--- src/rtl/bht_update_ctrl.sv ---
// ---------------------------------------------------------------------------
// bht_update_ctrl
//
// Training-side companion to the branch history table. Every conditional
// branch predicted at fetch is recorded (PC + predicted direction) in a small
// in-order queue. When execute resolves the oldest in-flight branch, the
// recorded prediction is compared with the real outcome. The block then:
//   - drives the BHT write port (PC_update, BR, update),
//   - raises a registered mispredict strobe with the correct next PC,
//   - keeps saturating statistics on resolved and mispredicted branches.
//
// Ports:
//   clk, rst        : clock (posedge) and asynchronous active-high reset
//   pred_valid      : fetch issued a conditional branch this cycle
//   pred_pc         : PC of that branch
//   pred_br         : direction the BHT predicted (1 = taken)
//   pred_ready      : queue has room (combinational, equals !full)
//   res_valid       : oldest in-flight branch resolved this cycle
//   res_br          : actual direction (1 = taken)
//   res_target      : actual taken target
//   flush           : external squash, clears every in-flight entry
//   PC_update       : PC of the resolved branch (to BHT)
//   BR              : actual outcome (to BHT)
//   update          : one-cycle BHT write strobe
//   mispredict      : one-cycle redirect strobe
//   redirect_pc     : correct next PC while mispredict is high
//   count           : number of entries in flight
//   branch_cnt      : resolved branches since reset (saturating)
//   mispredict_cnt  : mispredictions since reset (saturating)
// ---------------------------------------------------------------------------
module bht_update_ctrl #(
  parameter int PTR_W = 2,
  parameter int CNT_W = 32
) (
  input  logic             clk,
  input  logic             rst,
  input  logic             pred_valid,
  input  logic [31:0]      pred_pc,
  input  logic             pred_br,
  output logic             pred_ready,
  input  logic             res_valid,
  input  logic             res_br,
  input  logic [31:0]      res_target,
  input  logic             flush,
  output logic [31:0]      PC_update,
  output logic             BR,
  output logic             update,
  output logic             mispredict,
  output logic [31:0]      redirect_pc,
  output logic [PTR_W:0]   count,
  output logic [CNT_W-1:0] branch_cnt,
  output logic [CNT_W-1:0] mispredict_cnt
);

  localparam int DEPTH = 1 << PTR_W;
  localparam logic [PTR_W:0] DEPTH_CNT = (PTR_W + 1)'(DEPTH);

  // Queue storage and bookkeeping
  logic [31:0]      r_pcMem [DEPTH];
  logic             r_brMem [DEPTH];
  logic [PTR_W-1:0] r_head;
  logic [PTR_W-1:0] r_tail;
  logic [PTR_W:0]   r_count;

  // Registered outputs toward BHT / front end
  logic [31:0]      r_pcUpdate;
  logic             r_br;
  logic             r_update;
  logic             r_mispredict;
  logic [31:0]      r_redirectPc;
  logic [CNT_W-1:0] r_branchCnt;
  logic [CNT_W-1:0] r_mispredictCnt;

  // Combinational decisions for this cycle
  logic             w_full;
  logic             w_empty;
  logic [31:0]      w_headPc;
  logic             w_headBr;
  logic             w_doResolve;
  logic             w_doMispredict;
  logic             w_doPush;
  logic             w_squash;
  logic [31:0]      w_redirectPc;

  // Decode what happens at the next edge. flush dominates everything; a
  // detected mispredict wipes the queue, so a same-cycle push is dropped too.
  // A push arriving while the queue is empty cannot be resolved in the same
  // cycle because resolution only looks at entries already stored.
  always_comb begin
    w_full         = (r_count == DEPTH_CNT);
    w_empty        = (r_count == '0);
    w_headPc       = r_pcMem[r_head];
    w_headBr       = r_brMem[r_head];
    w_doResolve    = res_valid && !w_empty && !flush;
    w_doMispredict = w_doResolve && (res_br != w_headBr);
    w_squash       = flush || w_doMispredict;
    w_doPush       = pred_valid && !w_full && !w_squash;
    w_redirectPc   = res_br ? res_target : (w_headPc + 32'd4);
  end

  // Entry storage carries no reset: validity is tracked purely by the
  // pointers and count, so stale contents are never observed.
  always_ff @(posedge clk) begin
    if (w_doPush) begin
      r_pcMem[r_tail] <= pred_pc;
      r_brMem[r_tail] <= pred_br;
    end
  end

  // Pointer and occupancy tracking. A squash collapses the queue by pulling
  // head up to tail; tail itself does not move because the push was dropped.
  always_ff @(posedge clk or posedge rst) begin
    if (rst) begin
      r_head  <= '0;
      r_tail  <= '0;
      r_count <= '0;
    end else if (w_squash) begin
      r_head  <= r_tail;
      r_count <= '0;
    end else begin
      if (w_doPush) begin
        r_tail <= r_tail + 1'b1;
      end
      if (w_doResolve) begin
        r_head <= r_head + 1'b1;
      end
      case ({w_doPush, w_doResolve})
        2'b10:   r_count <= r_count + 1'b1;
        2'b01:   r_count <= r_count - 1'b1;
        default: r_count <= r_count;
      endcase
    end
  end

  // BHT update and redirect. The strobes pulse for exactly the cycle after a
  // resolve; the data fields keep their last value between pulses so the
  // BHT and front end may sample them lazily.
  always_ff @(posedge clk or posedge rst) begin
    if (rst) begin
      r_pcUpdate   <= '0;
      r_br         <= 1'b0;
      r_update     <= 1'b0;
      r_mispredict <= 1'b0;
      r_redirectPc <= '0;
    end else begin
      r_update     <= w_doResolve;
      r_mispredict <= w_doMispredict;
      if (w_doResolve) begin
        r_pcUpdate   <= w_headPc;
        r_br         <= res_br;
        r_redirectPc <= w_redirectPc;
      end
    end
  end

  // Statistics counters stick at all-ones rather than wrapping, so long
  // runs never report a misleadingly small total.
  always_ff @(posedge clk or posedge rst) begin
    if (rst) begin
      r_branchCnt     <= '0;
      r_mispredictCnt <= '0;
    end else begin
      if (w_doResolve && (r_branchCnt != '1)) begin
        r_branchCnt <= r_branchCnt + 1'b1;
      end
      if (w_doMispredict && (r_mispredictCnt != '1)) begin
        r_mispredictCnt <= r_mispredictCnt + 1'b1;
      end
    end
  end

  assign pred_ready     = !w_full;
  assign PC_update      = r_pcUpdate;
  assign BR             = r_br;
  assign update         = r_update;
  assign mispredict     = r_mispredict;
  assign redirect_pc    = r_redirectPc;
  assign count          = r_count;
  assign branch_cnt     = r_branchCnt;
  assign mispredict_cnt = r_mispredictCnt;

endmodule

--- config.mk ---
export PLATFORM = sky130hd
export DESIGN_NAME = bht_update_ctrl
export DESIGN_NICKNAME = d
export VERILOG_FILES = /design/src/rtl/bht_update_ctrl.sv
export SDC_FILE = /design/constraint.sdc
export NUM_CORES = 1
export LEC_CHECK = 0
export ABC_CLOCK_PERIOD_IN_PS = 6310
export CORE_UTILIZATION = 53
export DETAILED_ROUTE_END_ITERATION = 6
export MAX_ROUTING_LAYER = met4
export PLACE_DENSITY = 0.8
export SLEW_MARGIN = 10
export SYNTH_ARGS = -nofsm -noshare
export SYNTH_HDL_FRONTEND = slang
export SYNTH_SLANG_ARGS = --single-unit
--- constraint.sdc ---
create_clock -name clk -period 6.31 [get_ports clk]
set_clock_uncertainty 0.1 [all_clocks]
set_input_delay 1.262 -clock clk [delete_from_list [all_inputs] [get_ports clk]]
set_output_delay 1.262 -clock clk [all_outputs]
set_load 0.02 [all_outputs]
==> results.yml, run 1 <==
timing:
  fin_crit_ps: 3900
  tightest_slew_ps: 746
  finalHoldViolations: 0
  fin_tns_setup_ps: 0
  finalSetupViolCount: 0
  report.final.slew_viol_count: 0
  fmax_mhz: 257
  relSlewSlack_pct: 50.3
  rsz0062_at_grt: "no"
  holdWs_ps: 373
  fin_crit_sh_pct: 61.7
drt:
  via_count: 7805
  vias_per_cell: 5.68
  drc: 0
  drtIter0Drc: 517
  drt-pass1-iter-count: 5
  wl_per_cell_um: 19.8
  drt-total-wl_mm: 27.1
  drtAntennaViolNets: 0
finish:
  drive_gt1_share_pct: 8.01
  antenna_cells: 0
  fin_util_pct: 69.2
  final_net_count: 1157
  final_cell_area_sq_um: 14700
  area_growth_pct: 26.3
  fillCellCount: 1448
logic_synthesis:
  synth_edf_count: 132
  yosysTopAreaCellShare_pct: 34.0
  yosys-top-cells-count: "147 x nand2_1, 138 x dfrtp_1, 132 x edfxtp_1"
  synth-seq-cells: 270
  ys.flop_type: "dfrtp_1"
  yosys_warnings: 0
  syn-instance-count: 869
  netlist_area_sq_um: 11700
  synth_area_leaders: "edfxtp_1 34%, dfrtp_1 30%, nand2_1 4.7%"
  synth.most_common_cell: "nand2_1"
  yosys.area.top_type: "edfxtp_1"
  syn_nets: 949
  avgSynthCellArea_sq_um: 13.4
  async_reset_ff_share_pct: 51.1
  synth_cell_type_count: 54
  seq_area_frac_synth_pct: 63.6
global_routing:
  grt_use_total_pct: 25.2
  grt_overflow_total: 0
  grt_start_max_net_pins: 83
  antenna_found_initial: 0
  grt_pass1_vias: 7540
  grt_pass1_wl_mm: 41.9
cts:
  cts_buffers: 27
  postCtsSetupRepairBufs: 0
  clock-sinks: 270
  cts_resized: 0
  clk_latency_ps: 540
  h-tree-depth: 1
  clock_path_buffers: 3
  ctsHoldBuffers: 0
  cts.clk_slew.worst_paths_ps: 60
  root_buffer: "clkbuf_16"
  cts_tree: "built"
worst_setup_path:
  critPathMaxFanout: 44
  crit_arrival_ps: 4000
  worst_setup_path_end_kind: "register"
  required_ps: 6420
  critPathLaunchType: "primary input"
  path_class: "primary input to register"
placed_design:
  dpl_cell_area_sq_um: 13900
  dp_hpwl_mm: 18.5
  place_congestion: 0.891
  portBuffers: 205
floorplanning:
  initial_core_util_pct: 54.8
  die_x_um: 150
  die-area_sq_um: 22600
  core.rowCount: 53
  io_pins: 206
  core-area_sq_um: 21300
  die_height_um: 150
power_and_ir_drop:
  power_leakage_nw: 5.83
  ir_drop_mv: 0.274
  powerDensity_nw_per_um2: 403
job:
  cap_violations: 0
min_path:
  hp-class: "register to register"
run_status:
  status: "complete, no violations"
[critical path: stages]
cell and delay, ps:
clkdlybuf4s50_1 460, buf_4 390, xnor2_1 250, nor2_1 180, nor2_1 150, and3_1 340, and2_1 510, buf_4 420
[power by group]
group,total (mW),switching (mW),leakage [nW],internal (mW)
Sequential,2.39,0.199,2.97,2.19
Clock,1.52,0.658,0.416,0.865
Combinational,2.03,1.15,2.44,0.881
[area by class of cell]
class,instances,area (sq um),share of cell area [%]
Clock inverter,9,62.6,0.425
Tap cell,275,344,2.33
Clock buffer,41,788,5.35
Multi-Input combinational cell,545,3920,26.6
Timing Repair Buffer,215,2130,14.4
Inverter,18,72.6,0.492
Sequential cell,270,7420,50.3
[per-layer routing]
layer,wire length (um),vias to the layer above,GRT usage [%],share of wire [%]
met2,12900,322,39.1,48
met4,934,0,8.94,3.4
met5,0,-,-,0
li1,-,3553,-,-
met1,11600,3876,34.5,43
met3,1650,54,3.24,6.1
[stage by stage]
step / std cells / worst slack (ps) / total power, mW
detailed placement: 1323 / 1860 / 4.46
CTS: 1373 / 2430 / 5.99
finish: 1373 / 2410 / 5.95
global route: 1373 / 2200 / 6.22
floorplan: 869 / 1250 / 3.63
global placement: 1323 / 2010 / 4.41
[registers in the layout (all words and copies together), names as in the netlist]
register,cells
r_pcMem,128
PC_update,32
branch_cnt,32
mispredict_cnt,32
redirect_pc,32
r_brMem,4
count,3
r_head,2
r_tail,2
BR,1
mispredict,1
update,1
[path summary, 6_finish.rpt]
check / start / slack, ps / cells past startpoint / endpoint
max in group asynchronous: rst / 3700 / 3 / r_head[0]$_DFFE_PP0P_
worst max register to register: r_head[0]$_DFFE_PP0P_ / 2460 / 8 / r_pcMem[3][15]$_DFFE_PP_
worst min register to register: redirect_pc[2]$_DFFE_PP0P_ / 370 / 2 / redirect_pc[2]$_DFFE_PP0P_
min in group asynchronous: rst / 1120 / 2 / mispredict_cnt[21]$_DFFE_PP0P_
worst max-delay path: res_br / 2410 / 8 / r_pcMem[3][15]$_DFFE_PP_
worst min-delay path: redirect_pc[2]$_DFFE_PP0P_ / 370 / 2 / redirect_pc[2]$_DFFE_PP0P_
[logic make-up after synthesis]
family / Yosys count / synth area share [%]
multiplexers: 46 / 8.17
XOR/XNOR: 93 / 6.98
AO/OA/AOI/OAI: 77 / 3.76
adder cells (fa/ha/maj): 9 / 1.03
buffers and inverters: 54 / 2.82
flip-flops: 270 / 63.6
AND/OR/NAND/NOR: 320 / 13.7
[cell usage in the layout (no fill, tap or decap), types with 9 or more instances in the layout]
master             n
mux4_2            14
xnor2_1           62
mux4_1            18
nand3_1           26
a21oi_1           23
o22ai_1           10
nand4_1           26
and3_1            22
and2_1            10
nor2_1            50
nor3_1             9
clkdlybuf4s50_1  205
nand2_1          147
dfrtp_1          137
o21ai_0           28
xor2_1            31
buf_4             10
and4_1            10
inv_1             16
clkbuf_16         27
edfxtp_1         132
No activity file was read; power rests on OpenSTA's default activity.
==> run 2, diff against run 1 <==
ABC_CLOCK_PERIOD_IN_PS = 3700   (was 6310)
clock period = 3.7 ns   (was 6.31 ns; I/O delays follow)
==> run 2 against run 1 <==
Against the previous run:
- cell count up 0.36%
- die area stayed put
- final area increased by 1.1%
- via count down 1.5%
- global-route usage shrank 0.24 points
==> results.yml, run 2 (synthesis gave the netlist of run 1 again) <==
power_and_ir_drop:
  ir_drop_mv: 0.721
  power_leakage_nw: 5.89
  powerDensity_nw_per_um2: 694
  power_mw: 10.3
global_routing:
  antenna_found_initial: 0
  grt_use_total_pct: 25.0
  grt_overflow_total: 0
  grt_pass1_vias: 7659
  grt_pass1_wl_mm: 42.0
  grt_start_max_net_pins: 96
floorplanning:
  die_x_um: 150
  core-area_sq_um: 21300
  initial_core_util_pct: 54.8
  io_pins: 206
  die_height_um: 150
  core.rowCount: 53
  die-area_sq_um: 22600
worst_setup_path:
  cp_top_family: "simple AND/OR/NAND/NOR gates"
  worst_setup_path_end_kind: "register"
  crit_arrival_ps: 3480
  required_ps: 4010
  cp_slowest_stage_delay_ps: 520
  critPathMaxFanout: 7
  path_class: "register to register"
  critPathLaunchType: "register"
  critPathSlowestCell: "mux4_2"
  crit_chain: "mux4_2 > xnor2_1 > nor2_1 > nor2_1 > and3_1 > inv_1 > ha_1 > fa_1 > xnor2_1 > nor2_1 > xnor2_1 > nor2_1"
  r2r_slack_ps: 530
  path_buf_inv: 1
  crit_path_frequent_cell: "nor2_1"
cts:
  clock-sinks: 270
  ctsHoldBuffers: 0
  cts.clk_slew.worst_paths_ps: 60
  h-tree-depth: 1
  cts_resized: 0
  cts_buffers: 28
  postCtsSetupRepairBufs: 0
  clk_latency_ps: 540
  root_buffer: "clkbuf_16"
  cts_tree: "built"
  clock_path_buffers: 3
finish:
  regMostFlops: "r_pcMem"
  area_growth_pct: 27.6
  drive_gt1_share_pct: 8.53
  final_cell_area_sq_um: 14900
  layout_commonest_cell: "clkdlybuf4s50_1"
  final_net_count: 1163
  largest_register_ffs: 128
  final_cell_mix: "204 x clkdlybuf4s50_1, 147 x nand2_1, 137 x dfrtp_1"
  fillCellCount: 1450
drt:
  top_layer_used: "met4"
  wl_per_cell_um: 19.5
  drt-total-wl_mm: 26.9
  drc: 0
  wl_met2_mm: 12.8
  met1Wirelength_mm: 11.9
  drtIter0Drc: 466
  drt-pass1-iter-count: 5
  vias_per_cell: 5.58
  wl_met3_mm: 1.56
  drtAntennaViolNets: 0
  via_count: 7690
timing:
  report.final.slew_viol_count: 0
  fin_tns_setup_ps: 0
  fin_crit_ps: 3170
  finalSetupViolCount: 0
  relSlewSlack_pct: 54.3
  fin_crit_sh_pct: 85.7
  fmax_mhz: 315
  rsz0062_at_grt: "no"
  finalHoldViolations: 0
  tightest_slew_ps: 684
placed_design:
  dp_hpwl_mm: 18.8
  place_congestion: 0.911
  dpl_cell_area_sq_um: 14000
  portBuffers: 205
job:
  cap_violations: 0
min_path:
  hp-class: "register to register"
run_status:
  status: "complete, no violations"
-- run 2: cell types whose count changed in the layout (fill, tap and decap cells not counted), moves of 2 or more --
cell / previous run / this run
buf_12: 0 / 5
bufinv_16: 0 / 3
clkbuf_8: 6 / 3
clkinvlp_4: 1 / 3
-- run 2: worst reg2reg max path, delay by kind of cell, from the launching register on --
family / cells / cell delay (ps)
mux: 1 / 520
flops: 1 / 370
fa+ha+maj: 2 / 610
simple gates: 5 / 770
xor+xnor: 3 / 600
buf+inv: 1 / 80
-- run 2: layer usage --
| metal | up-vias | track usage, % |
|---|---|---|
| li1 | 3556 | - |
| met1 | 3835 | 34.7 |
| met2 | 254 | 39.1 |
| met3 | 45 | 3.42 |
| met4 | 0 | 6.62 |
| met5 | - | - |
-- run 2: area by class of cell --
cell class | count | area, sq um | area share, %
sequential | 270 | 7420 | 49.8
multi-input combinational | 545 | 3920 | 26.3
timing repair buffer | 220 | 2220 | 14.9
clock buffer | 38 | 768 | 5.16
tap | 275 | 344 | 2.31
clock inverter | 11 | 143 | 0.958
inverter | 18 | 71.3 | 0.479
antenna | 1 | 2.50 | 0.0168
-- run 2: power breakdown --
group | total, mW | switching (mW) | internal, mW
clock network | 2.77 | 1.11 | 1.66
registers | 4.09 | 0.356 | 3.74
logic | 3.48 | 1.95 | 1.52
-- run 2: through the flow --
stage / hold WS, ps / util, % / worst slack, ps / std cells
after detailed placement: 361 / 65.7 / 344 / 1328
after global routing: 399 / 70.0 / 281 / 1377
final: 378 / 70.0 / 529 / 1378
after floorplan: 434 / - / 635 / 869
after global placement: 351 / 65.7 / 383 / 1328
after CTS: 377 / 70.0 / 521 / 1377
-- run 2: worst paths after layout --
check                                            endpoint  cells after the start                       from
setup / recovery                     count[2]$_DFFE_PP0P_                     12      r_head[0]$_DFFE_PP0P_
hold / removal                  PC_update[14]$_DFFE_PP0P_                      2  PC_update[14]$_DFFE_PP0P_
setup reg to reg                     count[2]$_DFFE_PP0P_                     12      r_head[0]$_DFFE_PP0P_
hold reg to reg                 PC_update[14]$_DFFE_PP0P_                      2  PC_update[14]$_DFFE_PP0P_
max in group asynchronous      redirect_pc[3]$_DFFE_PP0P_                      3                        rst
min in group asynchronous  mispredict_cnt[26]$_DFFE_PP0P_                      3                        rst
==> run 3, diff against run 2 <==
CORE_MARGIN = 2   (was default)
SKIP_CTS_REPAIR_TIMING = 1   (was default)
==> run 3 against run 2 <==
Against the previous run:
- maximum frequency grew 1.6%
- critical path type unchanged
- largest cell class unchanged
- sequential power is essentially flat
- flip-flop and latch count is the same
- sequential share of layout area shrank 0.12 points
- clock power is essentially flat
- cell count grew 0.65%
- power grew 0.23%
- setup slack gained 50 ps
- utilization shrank 1.1 points
==> results.yml, run 3 (synthesis gave the netlist of run 1 again) <==
worst_setup_path:
  critPathSlowestCell: "mux4_2"
  cp_top_family: "simple AND/OR/NAND/NOR gates"
  crit_chain: "mux4_2 > xnor2_1 > nor2_1 > nor2_1 > and3_1 > inv_1 > ha_1 > fa_1 > xnor2_1 > nor2_1 > xnor2_1 > nor2_1"
  crit_path_frequent_cell: "nor2_1"
  crit_arrival_ps: 3450
  critPathMaxFanout: 7
  r2r_slack_ps: 580
  r2r-end: "count[2]$_DFFE_PP0P_"
  path_buf_inv: 1
  path_class: "register to register"
  cp_slowest_stage_delay_ps: 540
  r2r_start: "r_head[0]$_DFFE_PP0P_"
  required_ps: 4030
  critPathLaunchType: "register"
  reg2reg_depth: 12
  worst_setup_path_end_kind: "register"
timing:
  tightest_slew_ps: 699
  fmax_mhz: 320
  fin_crit_ps: 3120
  finalHoldViolations: 0
  layout_setup_ws_ps: 579
  holdWs_ps: 380
  fin_tns_setup_ps: 0
  rsz0062_at_grt: "no"
  finalSetupViolCount: 0
  report.final.slew_viol_count: 0
  relSlewSlack_pct: 53.3
  fin_crit_sh_pct: 84.4
finish:
  layout_commonest_cell: "clkdlybuf4s50_1"
  area_growth_pct: 27.9
  final_net_count: 1165
  final_cell_mix: "205 x clkdlybuf4s50_1, 147 x nand2_1, 137 x dfrtp_1"
  fin_cells: 1387
  regMostFlops: "r_pcMem"
  fillCellCount: 1514
  largest_register_ffs: 128
  drive_gt1_share_pct: 8.85
  antenna_cells: 0
power_and_ir_drop:
  power.share.clock_pct: 26.9
  p_sw_mw: 3.45
  seq_power_share_pct: 39.5
  power_leakage_nw: 5.91
  powerDensity_nw_per_um2: 694
  cell_internal_pwr_mw: 6.91
  p_comb_share_pct: 33.7
  ir_drop_mv: 0.550
  p_sw_share_pct: 33.3
  power_mw: 10.4
floorplanning:
  die-area_sq_um: 23200
  io_pins: 206
  core.rowCount: 54
  die_x_um: 152
  initial_core_util_pct: 53.8
  core-area_sq_um: 21700
  die_height_um: 152
cts:
  h-tree-depth: 1
  clock_path_buffers: 3
  clock-sinks: 270
  cts_buffers: 28
  root_buffer: "clkbuf_16"
  cts.clk_slew.worst_paths_ps: 60
  cts_tree: "built"
  clk_latency_ps: 560
min_path:
  min_to: "PC_update[31]$_DFFE_PP0P_"
  hold_path_startpoint: "PC_update[31]$_DFFE_PP0P_"
  hold_depth: 2
  hp-class: "register to register"
drt:
  drt-pass1-iter-count: 6
  drtAntennaViolNets: 0
  drt-total-wl_mm: 27.0
  drc: 0
  via_count: 7724
  drtIter0Drc: 544
  wl_per_cell_um: 19.4
  vias_per_cell: 5.57
global_routing:
  grt_pass1_vias: 7727
  grt_pass1_wl_mm: 43.1
  grt_start_max_net_pins: 67
  grt_overflow_total: 0
  antenna_found_initial: 0
  grt_use_total_pct: 24.1
placed_design:
  dp_cells: 1335
  place_ws_ps: 332
  portBuffers: 205
  dp_hpwl_mm: 18.6
  place_congestion: 0.860
run_status:
  status: "complete, no violations"
job:
  cap_violations: 0
==> run 3: area by class of cell <==
| type | instances | area [sq um] | area share [%] |
|---|---|---|---|
| timing repair buffer | 222 | 2230 | 14.9 |
| clock inverter | 7 | 90.1 | 0.603 |
| sequential | 270 | 7420 | 49.7 |
| tap | 280 | 350 | 2.35 |
| multi-input combinational | 545 | 3920 | 26.3 |
| inverter | 18 | 71.3 | 0.478 |
| clock buffer | 45 | 845 | 5.66 |
==> run 3: metal layers <==
metal | share of wire [%] | vias to the layer above | track usage, %
li1 | - | 3564 | -
met1 | 44 | 3872 | 33.8
met2 | 48 | 239 | 37.6
met3 | 5.6 | 49 | 3.50
met4 | 2.5 | 0 | 6.19
met5 | 0 | - | -
==> run 3: worst max-delay path by stage <==
stage                     startpoint                   end  slack, ps  cells after the start
3_5_place_dp               res_valid  count[2]$_DFFE_PP0P_        330                     11
6_report       r_head[0]$_DFFE_PP0P_  count[2]$_DFFE_PP0P_        580                     12
4_1_cts        r_head[0]$_DFFE_PP0P_  count[2]$_DFFE_PP0P_        600                     12
2_1_floorplan  r_head[0]$_DFFE_PP0P_  r_brMem[0]$_DFFE_PP_        630                      8
3_3_place_gp               res_valid  count[2]$_DFFE_PP0P_        390                     11
5_1_grt        r_head[0]$_DFFE_PP0P_  count[2]$_DFFE_PP0P_        420                     12
==> run 3: power by group through the flow <==
stage                     clock network, mW  registers (mW)  logic, mW
final                                  2.78            4.09       3.49
after global routing                   2.97            4.14       3.74
after floorplan                           0            4.54       1.66
after global placement                    0            4.12       3.45
after CTS                              2.84            4.09       3.52
after detailed placement                  0            4.14       3.51
==> run 3: tightest hold or removal path: stages, from the launching register on <==
cell and delay (ps):
dfrtp_1 340, nand2_1 50, nand2_1 50
==> run 3: per-stage QoR <==
step                      cell area [sq um]  util (%)
after floorplan                       11700         -
after global placement                14000      64.5
after detailed placement              14000      64.5
after CTS                             14900      68.8
after global routing                  14900      68.8
final                                 14900      68.8
